==> config.mk <==
export PLATFORM = sky130hd
export DESIGN_NAME = spi_shift_param_flat
export DESIGN_NICKNAME = d
export VERILOG_FILES = /design/src/rtl/spi_shift_param_if.sv /design/src/rtl/spi_shift_param.sv /design/src/flat_wrapper.sv
export SDC_FILE = /design/constraint.sdc
export NUM_CORES = 1
export LEC_CHECK = 0
export ABC_AREA = 1
export CAP_MARGIN = 20
export CORE_ASPECT_RATIO = 1.2
export CORE_MARGIN = 3
export CORE_UTILIZATION = 45
export CTS_BUF_LIST = sky130_fd_sc_hd__clkbuf_8
export CTS_CLUSTER_SIZE = 24
export DETAILED_ROUTE_END_ITERATION = 8
export PLACE_DENSITY = 0.71
export SLEW_MARGIN = 15
export SYNTH_ARGS = -nofsm -noshare
export SYNTH_HDL_FRONTEND = slang
export SYNTH_SLANG_ARGS = --single-unit
export TNS_END_PERCENT = 50
==> constraint.sdc <==
create_clock -name clk_shift -period 3.24 [get_ports clk_shift]
set_input_delay 0.648 -clock clk_shift [delete_from_list [all_inputs] [get_ports clk_shift]]
set_output_delay 0.648 -clock clk_shift [all_outputs]
set_load 0.02 [all_outputs]
==> src/rtl/spi_shift_param_if.sv <==
// Bus bundle between the SPI register file / clock generator and the shift engine.
// The master side drives the controls and strobes; the slave side is the shift engine.
interface spi_shift_param_if #(
  parameter int MAX_CHAR = 64,
  parameter int BUS_W    = 32
);
  logic [MAX_CHAR/BUS_W-1:0]     latch;
  logic [BUS_W/8-1:0]            byte_sel;
  logic [$clog2(MAX_CHAR)-1:0]   len;
  logic                          lsb;
  logic                          go;
  logic                          abort;
  logic                          pos_edge;
  logic                          neg_edge;
  logic                          rx_negedge;
  logic                          tx_negedge;
  logic                          s_clk;
  logic                          s_in;
  logic [BUS_W-1:0]              p_in;
  logic                          tip;
  logic                          last;
  logic                          done;
  logic                          s_out;
  logic [MAX_CHAR-1:0]           p_out;

  modport master (
    output latch, byte_sel, len, lsb, go, abort, pos_edge, neg_edge,
           rx_negedge, tx_negedge, s_clk, s_in, p_in,
    input  tip, last, done, s_out, p_out
  );

  modport slave (
    input  latch, byte_sel, len, lsb, go, abort, pos_edge, neg_edge,
           rx_negedge, tx_negedge, s_clk, s_in, p_in,
    output tip, last, done, s_out, p_out
  );
endinterface

==> src/rtl/spi_shift_param.sv <==
// Parametrised SPI shift engine: one character register loaded in bus words, shifted
// out MSB/LSB first while s_in is sampled back into the same register.
module spi_shift_param #(
  parameter int MAX_CHAR = 64,
  parameter int BUS_W    = 32
) (
  input logic              clk_shift,
  input logic              rst,
  spi_shift_param_if.slave bus
);

  localparam int NWORDS   = MAX_CHAR / BUS_W;
  localparam int LEN_BITS = $clog2(MAX_CHAR);
  localparam int CW       = LEN_BITS + 1;
  localparam logic [CW-1:0] ONE = CW'(1);

  typedef enum logic {IDLE, XFER} state_t;

  state_t              state;
  state_t              state_next;
  logic                done_q;
  logic                done_next;
  logic                s_out_q;
  logic [CW-1:0]       cnt;
  logic [CW-1:0]       len_full;
  logic [CW-1:0]       tx_pos;
  logic [CW-1:0]       rx_pos;
  logic [MAX_CHAR-1:0] data;
  logic [MAX_CHAR-1:0] data_next;
  logic                tip;
  logic                last;
  logic                tx_clk;
  logic                rx_clk;
  int                  sel_word;

  // A zero length field selects a full MAX_CHAR character via the extra top bit.
  assign len_full = {bus.len == '0, bus.len};
  assign tip      = (state == XFER);
  assign last     = (cnt == '0);
  assign tx_pos   = bus.lsb ? (len_full - cnt) : (cnt - ONE);
  assign rx_pos   = bus.lsb ? (len_full - (bus.rx_negedge ? (cnt + ONE) : cnt))
                            : (bus.rx_negedge ? cnt : (cnt - ONE));
  assign tx_clk   = (bus.tx_negedge ? bus.neg_edge : bus.pos_edge) & ~last;
  assign rx_clk   = (bus.rx_negedge ? bus.neg_edge : bus.pos_edge) & (~last | bus.s_clk);

  assign bus.tip   = tip;
  assign bus.last  = last;
  assign bus.done  = done_q;
  assign bus.s_out = s_out_q;
  assign bus.p_out = data;

  always_ff @(posedge clk_shift) begin
    if (rst) begin
      state  <= IDLE;
      done_q <= 1'b0;
    end else begin
      state  <= state_next;
      done_q <= done_next;
    end
  end

  // Abort outranks normal completion, so an aborted transfer never reports done.
  always_comb begin
    state_next = state;
    done_next  = 1'b0;
    case (state)
      IDLE: begin
        if (bus.go) state_next = XFER;
      end
      XFER: begin
        if (bus.abort) begin
          state_next = IDLE;
        end else if (last && bus.pos_edge) begin
          state_next = IDLE;
          done_next  = 1'b1;
        end
      end
      default: state_next = IDLE;
    endcase
  end

  always_ff @(posedge clk_shift) begin
    if (rst) begin
      cnt <= '0;
    end else if (!tip) begin
      cnt <= len_full;
    end else if (bus.pos_edge) begin
      cnt <= cnt - ONE;
    end
  end

  // While idle s_out keeps tracking the first bit so the line is primed before go.
  always_ff @(posedge clk_shift) begin
    if (rst) begin
      s_out_q <= 1'b0;
    end else if (tx_clk || !tip) begin
      s_out_q <= data[tx_pos[LEN_BITS-1:0]];
    end
  end

  always_comb begin
    data_next = data;
    sel_word  = 0;
    for (int k = NWORDS - 1; k >= 0; k--) begin
      if (bus.latch[k]) sel_word = k;
    end
    if ((|bus.latch) && !tip) begin
      for (int k = 0; k < NWORDS; k++) begin
        for (int b = 0; b < BUS_W / 8; b++) begin
          if ((k == sel_word) && bus.byte_sel[b]) begin
            data_next[k*BUS_W + 8*b +: 8] = bus.p_in[8*b +: 8];
          end
        end
      end
    end else if (rx_clk) begin
      data_next[rx_pos[LEN_BITS-1:0]] = bus.s_in;
    end
  end

  always_ff @(posedge clk_shift) begin
    if (rst) begin
      data <= '0;
    end else begin
      data <= data_next;
    end
  end

endmodule

==> src/flat_wrapper.sv <==
// flat-port wrapper written by rule: the top's interface ports become plain ports
module spi_shift_param_flat 
#(
  parameter int MAX_CHAR = 64,
  parameter int BUS_W    = 32
)
  (clk_shift, rst, bus_latch, bus_byte_sel, bus_len, bus_lsb, bus_go, bus_abort, bus_pos_edge, bus_neg_edge, bus_rx_negedge, bus_tx_negedge, bus_s_clk, bus_s_in, bus_p_in, bus_tip, bus_last, bus_done, bus_s_out, bus_p_out);
  spi_shift_param_if #(.MAX_CHAR(MAX_CHAR), .BUS_W(BUS_W)) bus_i ();
  input logic clk_shift;
  input logic rst;
  input wire logic [$bits(bus_i.latch)-1:0] bus_latch;
  input wire logic [$bits(bus_i.byte_sel)-1:0] bus_byte_sel;
  input wire logic [$bits(bus_i.len)-1:0] bus_len;
  input wire logic [$bits(bus_i.lsb)-1:0] bus_lsb;
  input wire logic [$bits(bus_i.go)-1:0] bus_go;
  input wire logic [$bits(bus_i.abort)-1:0] bus_abort;
  input wire logic [$bits(bus_i.pos_edge)-1:0] bus_pos_edge;
  input wire logic [$bits(bus_i.neg_edge)-1:0] bus_neg_edge;
  input wire logic [$bits(bus_i.rx_negedge)-1:0] bus_rx_negedge;
  input wire logic [$bits(bus_i.tx_negedge)-1:0] bus_tx_negedge;
  input wire logic [$bits(bus_i.s_clk)-1:0] bus_s_clk;
  input wire logic [$bits(bus_i.s_in)-1:0] bus_s_in;
  input wire logic [$bits(bus_i.p_in)-1:0] bus_p_in;
  output wire logic [$bits(bus_i.tip)-1:0] bus_tip;
  output wire logic [$bits(bus_i.last)-1:0] bus_last;
  output wire logic [$bits(bus_i.done)-1:0] bus_done;
  output wire logic [$bits(bus_i.s_out)-1:0] bus_s_out;
  output wire logic [$bits(bus_i.p_out)-1:0] bus_p_out;
  assign bus_i.latch = bus_latch;
  assign bus_i.byte_sel = bus_byte_sel;
  assign bus_i.len = bus_len;
  assign bus_i.lsb = bus_lsb;
  assign bus_i.go = bus_go;
  assign bus_i.abort = bus_abort;
  assign bus_i.pos_edge = bus_pos_edge;
  assign bus_i.neg_edge = bus_neg_edge;
  assign bus_i.rx_negedge = bus_rx_negedge;
  assign bus_i.tx_negedge = bus_tx_negedge;
  assign bus_i.s_clk = bus_s_clk;
  assign bus_i.s_in = bus_s_in;
  assign bus_i.p_in = bus_p_in;
  assign bus_tip = bus_i.tip;
  assign bus_last = bus_i.last;
  assign bus_done = bus_i.done;
  assign bus_s_out = bus_i.s_out;
  assign bus_p_out = bus_i.p_out;
  spi_shift_param #(.MAX_CHAR(MAX_CHAR), .BUS_W(BUS_W)) u_core (.clk_shift(clk_shift), .rst(rst), .bus(bus_i));
endmodule
==> impl_metrics.ini <==
[global_route]
grt_pass1_vias = 6932
grt_pass1_wl_um = 35030
grt_overflow = 0
antenna_found_initial = 0
grt_max_degree = 68
grt_usage_pct = 27.99

[power]
p_per_area_mw_per_mm2 = 440.6
power.leakage_nw = 4.020
irDropWorstVdd_mv = 0.2968
power_mw = 3.607

[finish]
syn2layout_area_growth_pct = 29.03
final_cell_area_mm2 = 0.008185
multi_input_area_mm2 = 0.004150
fin_nets = 1337
fillCellCount = 1391
drive_above_1_share_pct = 8.726
ff_latch_area_mm2 = 0.001481
post-route-util_pct = 60.52
antenna_cells = 0

[yosys]
synthTopCellsByCount = 474 x nand2_1, 141 x nor2_1, 100 x inv_1
postSynthAreaPerCell_um2 = 5.560
synthTopCellsByArea = nand2_1 28%, dfxtp_1 23%, nor2_1 8.3%, nand4_1 6.5%, inv_1 5.9%
yosysTopAreaCell = nand2_1
ys_types = 39
synth_most_common_cell = nand2_1
synthArstFlopShare_pct = 0
yosysTopAreaCellShare_pct = 28.05
yosys_warnings = 0
synth-main-ff-cell = dfxtp_1
ys_seq_area_share_pct = 23.35
ys_ff_latch = 74
synth-edff-count = 0
syn-cell-area_mm2 = 0.006344
synth_cells = 1141
syn_nets = 1210

[timing]
setup_viol = 0
tns_ns = 0
finalHoldViolCount = 0
rsz0062_at_grt = no
fmax_mhz = 336.1
fin_crit_sh_pct = 91.83
slew_violations = 0
worst_pin_slew_ns = 0.6263
finClkSkew_ns = 0.01416
max_slew_margin_pct = 58.24
period_needed_ns = 2.975

[die]
num_rows = 46
fp.dieArea_mm2 = 0.01556
initial_core_util_pct = 46.90
die_x_um = 114.4
core_mm2 = 0.01353
die_h_um = 136.1
ios = 123

[worst_setup_path]
crit_top_cell = nand2_1
reg2regPathDepth = 17
critPathLaunch = u_core.cnt[1]
cpMaxStageDelayCell = fa_1
rrSetupSlack_ns = 0.26
worstReg2RegStart = u_core.cnt[1]
start_kind = flop
regToRegEndpoint = u_core.bus.p_out[40]
cpPeakStageDelay_ns = 0.45
end_kind = flop
crit_required_ns = 3.52
crit_chain = inv_1 -> ha_1 -> nand2_1 -> o21ai_0 -> fa_1 -> nand3b_1 -> nand2_1 -> nand2_1 -> nand3_1 -> nand2_1 -> clkinv_1 -> buf_12 -> nand4_1 -> nand2_1 -> nand2_1 -> nor2_1 -> nor2_1
path_class = reg2reg
worstPathArrival_ns = 3.26
path_max_fanout = 32

[routing]
viasPerCell = 5.330
wl_um = 21740
drtIter0Drc = 596
dr_total_vias = 7675
wl_per_cell_um = 15.10
dr.pass1.iters = 7
drc_errors = 0
antenna_left = 0

[hold_path]
min_to = u_core.bus.p_out[37]
hold_path.class = reg2reg
min-delay-start = u_core.bus.p_out[37]
whs_path_depth = 4

[run_status]
status = finished clean

[clock_network]
cts_inserted_buffers = 9
numClockSinks = 74
clock_latency_ns = 0.38
post_cts_buffers = 0
clockBufferDepth = 2
cts_tree = done
path_clk_slew_ns = 0.08
ctsHtreeMaxLevel = 3
cts-root-buf = clkbuf_8
hold_buffers = 0

[place]
place.gp.congestion = 0.9362
dp_hpwl_um = 15780
port_buffers = 122
postPlaceCellArea_mm2 = 0.007991

[flow_run]
maxCapViolCount = 0
## metal layers
layer / GRT usage, % / part of all wire [%] / routed length, um
met3: 4.675 / 8.0 / 1749
met5: 0 / 0 / 0
met2: 46.67 / 47 / 10270
met1: 35.61 / 41 / 9012
met4: 11.55 / 3.3 / 707
## report_power, final
part           internal (mW)  leakage (nW)  switching (mW)  total, mW
Sequential              1.00         0.608          0.0641       1.06
Combinational          0.674          3.31            1.11       1.78
Clock                  0.372         0.102           0.389      0.760
Total                   2.05          4.02            1.56       3.61
## through the flow
| stage | setup slack, ns | instances | hold WS, ns |
|---|---|---|---|
| 6_report | 0.2647 | 1440 | 0.5443 |
| 5_1_grt | 0.02358 | 1440 | 0.5737 |
| 4_1_cts | 0.09521 | 1440 | 0.5459 |
| 3_5_place_dp | -0.3142 | 1425 | 0.5337 |
| 3_3_place_gp | -0.2878 | 1425 | 0.5215 |
| 2_1_floorplan | 0.3766 | 1141 | 0.4892 |
## cell usage in the layout, fill, tap and decap left out, drive strengths merged, types with 2 or more instances in the layout
cell type      count
a21oi              9
a31oi              4
buf               49
clkbuf            10
clkdlybuf4s50    121
clkinv             5
dfxtp             74
fa                 2
ha                12
inv              111
nand2            481
nand3             67
nand3b             4
nand4             66
nor2             147
nor3               5
o211ai             3
o21ai             88
xor2               7
## cell families (layout without fill, tap and decap cells)
| group | after synthesis | in the layout | share of synthesized area (%) |
|---|---|---|---|
| flops | 74 | 74 | 23.35 |
| compound gates | 107 | 107 | 9.684 |
| fa+ha+maj | 14 | 14 | 2.998 |
| simple gates | 771 | 771 | 51.36 |
| buf+inv | 167 | 298 | 11.38 |
| xor+xnor | 8 | 8 | 1.223 |
## what timing repair did
item,CTS,global route
gates resized for setup,0,1
setup endpoints to repair,0,64
endpoints found under the hold margin,0,0
## how the worst max path moves through the flow
stage | cells after the start | end
after floorplan | 12 | u_core.bus.p_out[38]
after global placement | 18 | u_core.bus.p_out[59]
after detailed placement | 18 | u_core.bus.p_out[58]
after CTS | 18 | u_core.bus.p_out[58]
after global routing | 17 | u_core.bus.p_out[40]
final | 17 | u_core.bus.p_out[40]
## registers in the layout, indices dropped and copies added, names as in the netlist
signal,cells
u_core.bus.p_out,64
u_core.bus.s_out,1
u_core.bus.tip,1
u_core.bus.done,1
u_core.cnt,7
## worst max-delay path, delay by kind of cell (launching register included)
kind / cells / cell delay (ns)
AND/OR/NAND/NOR: 11 / 1.18
adder cells (fa/ha/maj): 2 / 0.82
flip-flops: 1 / 0.38
buffers and inverters: 3 / 0.37
AO/OA/AOI/OAI: 1 / 0.14
## final cells by class
cell class / instances / share of cell area, %
Multi-Input combinational cell: 900 / 50.70
Timing Repair Buffer: 171 / 21.13
Sequential cell: 74 / 18.10
Clock inverter: 5 / 0.6573
Inverter: 112 / 5.167
Tap cell: 168 / 2.568
Clock buffer: 10 / 1.681
(Power assumes the default switching activity.)
